File: config.mk
export PLATFORM = sky130hd
export DESIGN_NAME = reg_group_ctrl
export DESIGN_NICKNAME = d
export VERILOG_FILES = /design/src/rtl/reg_ctrl_pkg.sv /design/src/rtl/reg_group_ctrl.sv
export SDC_FILE = /design/constraint.sdc
export NUM_CORES = 1
export LEC_CHECK = 0
export CORE_AREA = 3 3 59 88
export DETAILED_ROUTE_END_ITERATION = 7
export DIE_AREA = 0 0 62 91
export GPL_ROUTABILITY_DRIVEN = 0
export PLACE_DENSITY_LB_ADDON = 0.15
export REMOVE_ABC_BUFFERS = 1
export SYNTH_ARGS = -nofsm -noshare
export SYNTH_HDL_FRONTEND = slang
export SYNTH_SLANG_ARGS = --single-unit
File: constraint.sdc
create_clock -name clk -period 1.8 [get_ports clk]
set_clock_uncertainty 0.1 [all_clocks]
set_input_delay 0.27 -clock clk [delete_from_list [all_inputs] [get_ports clk]]
set_output_delay 0.27 -clock clk [all_outputs]
set_load 0.005 [all_outputs]
File: src/rtl/reg_ctrl_pkg.sv
// Shared definitions for the register-group access controller:
// command opcodes, register-group address codes and the FSM state type.
package reg_ctrl_pkg;

  // Command opcodes carried on cmd_op
  localparam logic [1:0] OP_NOP  = 2'b00;
  localparam logic [1:0] OP_LOAD = 2'b01;
  localparam logic [1:0] OP_READ = 2'b10;
  localparam logic [1:0] OP_MOVE = 2'b11;

  // Register-group addresses; NULL reads as zero and ignores writes
  localparam logic [1:0] ADDR_A    = 2'b00;
  localparam logic [1:0] ADDR_B    = 2'b01;
  localparam logic [1:0] ADDR_NULL = 2'b10;
  localparam logic [1:0] ADDR_C    = 2'b11;

  typedef enum logic [1:0] {
    ST_IDLE = 2'b00,
    ST_RD   = 2'b01,
    ST_WR   = 2'b10,
    ST_RESP = 2'b11
  } state_t;

endpackage

File: src/rtl/reg_group_ctrl.sv
// Command-driven access controller for the A/B/C register group.
// Accepts NOP/LOAD/READ/MOVE commands, drives the group's registered
// address/data lines and active-low write strobe, and returns read data.
// Optional feature macro: REG_ACCESS_GUARD_EN -- when defined, LOAD/MOVE
// targeting the null address skip the write and flag rsp_err.
module reg_group_ctrl
  import reg_ctrl_pkg::*;
(
  input  logic       clk,
  input  logic       rst_n,
  input  logic       cmd_valid,
  output logic       cmd_ready,
  input  logic [1:0] cmd_op,
  input  logic [1:0] cmd_rs,
  input  logic [1:0] cmd_rd,
  input  logic [7:0] cmd_imm,
  output logic       rsp_valid,
  input  logic       rsp_ready,
  output logic [7:0] rsp_s,
  output logic [7:0] rsp_d,
  output logic       rsp_err,
  output logic       rg_we,
  output logic [1:0] rg_raa,
  output logic [1:0] rg_rwba,
  output logic [7:0] rg_i,
  input  logic [7:0] rg_s,
  input  logic [7:0] rg_d
);

`ifdef REG_ACCESS_GUARD_EN
  localparam bit GUARD_EN = 1'b1;
`else
  localparam bit GUARD_EN = 1'b0;
`endif

  state_t     state_q, state_n;
  logic [1:0] op_q, op_n;
  logic [1:0] rd_q, rd_n;
  logic       we_q, we_n;
  logic [1:0] raa_q, raa_n;
  logic [1:0] rwba_q, rwba_n;
  logic [7:0] i_q, i_n;
  logic [7:0] rsp_s_q, rsp_s_n;
  logic [7:0] rsp_d_q, rsp_d_n;
  logic       err_q, err_n;

  // Next-state and next-output decode; rg_* values are computed one cycle
  // ahead so the registered copies are stable for the whole RD/WR cycle.
  always_comb begin
    // NOTE: every signal gets a default first so no path leaves a value
    // unassigned, which would otherwise infer a latch.
    state_n = state_q;
    op_n    = op_q;
    rd_n    = rd_q;
    we_n    = 1'b1;
    raa_n   = ADDR_NULL;
    rwba_n  = ADDR_NULL;
    i_n     = '0;
    rsp_s_n = rsp_s_q;
    rsp_d_n = rsp_d_q;
    err_n   = err_q;

    unique case (state_q)
      ST_IDLE: begin
        if (cmd_valid) begin
          op_n  = cmd_op;
          rd_n  = cmd_rd;
          err_n = 1'b0;
          unique case (cmd_op)
            OP_NOP: begin
              state_n = ST_RESP;
              rsp_s_n = '0;
              rsp_d_n = '0;
            end
            OP_READ: begin
              state_n = ST_RD;
              raa_n   = cmd_rs;
              rwba_n  = cmd_rd;
            end
            OP_LOAD: begin
              rsp_s_n = '0;
              if (GUARD_EN && cmd_rd == ADDR_NULL) begin
                state_n = ST_RESP;
                rsp_d_n = '0;
                err_n   = 1'b1;
              end else begin
                state_n = ST_WR;
                rwba_n  = cmd_rd;
                i_n     = cmd_imm;
                we_n    = 1'b0;
                rsp_d_n = cmd_imm;
              end
            end
            default: begin // OP_MOVE: fetch the source first
              state_n = ST_RD;
              raa_n   = cmd_rs;
            end
          endcase
        end
      end

      ST_RD: begin
        rsp_s_n = rg_s;
        if (op_q == OP_MOVE) begin
          if (GUARD_EN && rd_q == ADDR_NULL) begin
            state_n = ST_RESP;
            rsp_d_n = '0;
            err_n   = 1'b1;
          end else begin
            state_n = ST_WR;
            rwba_n  = rd_q;
            i_n     = rg_s;
            we_n    = 1'b0;
            rsp_d_n = rg_s;
          end
        end else begin
          state_n = ST_RESP;
          rsp_d_n = rg_d;
        end
      end

      ST_WR: state_n = ST_RESP;

      default: begin // ST_RESP: hold until the consumer takes it
        if (rsp_ready) state_n = ST_IDLE;
      end
    endcase
  end

  // State and registered output update with synchronous active-low reset
  always_ff @(posedge clk) begin
    // NOTE: sequential state uses non-blocking assignments so every
    // register samples pre-edge values regardless of statement order.
    if (!rst_n) begin
      state_q <= ST_IDLE;
      op_q    <= OP_NOP;
      rd_q    <= ADDR_NULL;
      we_q    <= 1'b1;
      raa_q   <= ADDR_NULL;
      rwba_q  <= ADDR_NULL;
      i_q     <= '0;
      rsp_s_q <= '0;
      rsp_d_q <= '0;
      err_q   <= 1'b0;
    end else begin
      state_q <= state_n;
      op_q    <= op_n;
      rd_q    <= rd_n;
      we_q    <= we_n;
      raa_q   <= raa_n;
      rwba_q  <= rwba_n;
      i_q     <= i_n;
      rsp_s_q <= rsp_s_n;
      rsp_d_q <= rsp_d_n;
      err_q   <= err_n;
    end
  end

  assign cmd_ready = (state_q == ST_IDLE) && rst_n;
  assign rsp_valid = (state_q == ST_RESP);
  assign rsp_s     = rsp_s_q;
  assign rsp_d     = rsp_d_q;
  assign rsp_err   = err_q;
  assign rg_we     = we_q;
  assign rg_raa    = raa_q;
  assign rg_rwba   = rwba_q;
  assign rg_i      = i_q;

endmodule

==> metrics.cfg <==
[outcome]
outcome=complete, no violations

[routing]
wire_per_inst_um=15.8
vias=1815
wirelength_mm=5.39
drtIter0Drc=88
detail-route-antenna-nets=0
firstDrtPassIters=4
viasPerCell=5.32
drc=0

[placed_design]
hpwl_mm=3.95
io_buffers=64
placed_area_um2=2580

[flow_run]
max_cap_viol_count=0

[power_and_ir_drop]
peakVddDrop_mv=0.508
p_total_mw=2.99
power-per-cell-area_nw_per_um2=1100
leakage_nw=1.09

[logic_synthesis]
netlist-cell-type-count=37
synth_seq_cells=35
synth.area.mux_share_pct=0
synth_warnings=0
netlist_area_um2=1760
synth_top_area_share_pct=39.7
synth_ff_type=dfxtp_1
synthSimpleGateAreaFrac_pct=18.9
yosys.area.top_type=dfxtp_1
ys_seq_area_share_pct=39.7
syn_avg_cell_area_um2=8.73
synth_edf_count=0
synthArstFlopShare_pct=0
synth.area.top_cells=dfxtp_1, o41ai_2, a21oi_1
synthXorXnorAreaFrac_pct=0
synthCells=202
synth_fa_ha_area_share_pct=4.97
synth_top_family_by_area=compound AO/OA/AOI/OAI gates
synth_compound_area_share_pct=29.0

[clock_network]
cts_max_path_buffers=2
cts_sinks=35
clk_latency_ns=0.29
cts_inserted_buffers=5
root_buffer=clkbuf_8
clk_pin_slew_worst_paths_ns=0.08
htreeDepth=2
cts_tree=yes

[cells_and_area]
design_area_um2=2730
fillCellCount=422
utilization_pct=60.1
ff_latch_area_um2=703
final_layout_size_suffix_gt1_share_pct=17.7
antennaDiodeCount=0
areaGrowthSynthToFinish_pct=54.7
nets=317
multi_input_comb_area_um2=955

[setup_path]
worstPathRequired_ns=1.89
ff2ff_setup_slack_ns=0.08
cp-end-kind=register
rr_endpoint=rsp_d[1]
start_kind=register
endpoint=rsp_d[1]
arrival_ns=1.81
worstSetupPathType=register to register
crit_fanout=8
path_cells=inv_1, ha_2, buf_4, buf_4, nand2b_4, and2_4, o41ai_2
worst_path_most_repeated_cell=buf_4
reg2reg_depth=7
timing.rr.start=state_q[1]
cp_slowest_cell=dfxtp_2
slowest_delay_ns=0.33
crit_start=state_q[1]

[floorplan]
core_um2=4540
io_pins=66
rows=30
start_util_pct=38.8
die_w_um=62
die-area_um2=5640
die_y_um=91

[timing]
drv_slew=0
setup_violations=0
clock.fmax_mhz=582
fin_crit_ns=1.72
finalCritPeriodShare_pct=95.4
holdWs_ns=0.360
finalHoldViolCount=0

[grt]
antenna_found_initial=0
overflow=0
track_usage_pct=20.4
grt_max_degree=25
grt_pass1_wl_mm=8.70
grt_pass1_vias=1793

[min_path]
min_path_type=register to register

[layout make-up]
cell class / instances / share of cell area (%)
repair buffers: 88 / 31.1
multi-input cells: 138 / 35.0
clock buffers: 5 / 2.52
inverters: 8 / 1.10
flip-flops and latches: 35 / 25.8
clock inverters: 3 / 1.61
well taps: 64 / 2.94
[synthesized netlist by cell type, drive strengths merged (9+ instances only)]
library cell and number:
a21oi 20, a32oi 9, and3 9, clkbuf 13, dfxtp 35, nand2 21
nand3 9, nor2 9, o41ai 9
[stage by stage]
stage / std cells / TNS [ns] / setup slack [ns]
6_report: 341 / 0 / 0.0820
5_1_grt: 341 / -0.00772 / -0.00772
4_1_cts: 341 / 0 / 0.0152
3_5_place_dp: 332 / -2.03 / -0.128
3_3_place_gp: 332 / -1.26 / -0.0977
2_1_floorplan: 181 / -4.03 / -0.380
[placed cells by master (no fill, tap or decap), types with 6 or more instances in the layout]
master / count
a211oi_1: 8
a21o_1: 8
a21oi_1: 20
a32oi_1: 9
and3_1: 9
buf_4: 22
clkdlybuf4s50_1: 62
dfxtp_1: 33
ha_1: 6
inv_1: 7
nand2_1: 21
nand3_1: 9
nand4_1: 8
nor2_1: 9
o41ai_2: 9
[timing repair]
item / 4_1_cts / 5_1_grt
resized for setup: 4 / 5
buffers inserted: 1 / 0
pin swaps: 1 / 1
hold buffers: 0 / 0
endpoints found under the setup margin: 1 / 18
[sequential cells by signal, indices dropped and copies added, names as in the netlist]
name,flops
op_q,2
rd_q,2
rg_i,8
rg_raa,2
rg_rwba,2
rg_we,1
rsp_d,8
rsp_s,8
state_q,2
[power breakdown]
group          total [mW]  switching (mW)  internal [mW]
combinational        1.34           0.680          0.659
clock               0.711           0.299          0.412
sequential          0.939          0.0508          0.888
[metal layers]
layer  vias up  track usage (%)  wire length, um  part of all wire (%)
li1        885                -                -                     -
met1       850             25.0             2210                    41
met2        67             32.5             2790                    52
met3        13             4.69              277                   5.1
met4         0             9.20              117                   2.2
met5         -                0                0                     0
[cell families after synthesis]
family          count (synthesis)
simple gates                   66
compound gates                 64
flops                          35
buf+inv                        29
fa+ha+maj                       7
other cells                     1
[critical path, delay by kind of cell, from the launching register on]
family,cells,cell delay [ns]
AND/OR/NAND/NOR,2,0.36
adder cells (fa/ha/maj),1,0.19
AO/OA/AOI/OAI,1,0.31
buffers and inverters,3,0.32
flip-flops,1,0.33
[worst min-delay path by stage]
stage | start | to | cells past startpoint
floorplan | rst_n | rd_q[1] | 1
global placement | rd_q[0] | rd_q[0] | 2
detailed placement | rd_q[0] | rd_q[0] | 2
CTS | rd_q[0] | rd_q[0] | 2
global route | rsp_s[6] | rsp_s[6] | 2
finish | rd_q[0] | rd_q[0] | 2
No activity file was read; power rests on OpenSTA's default activity.
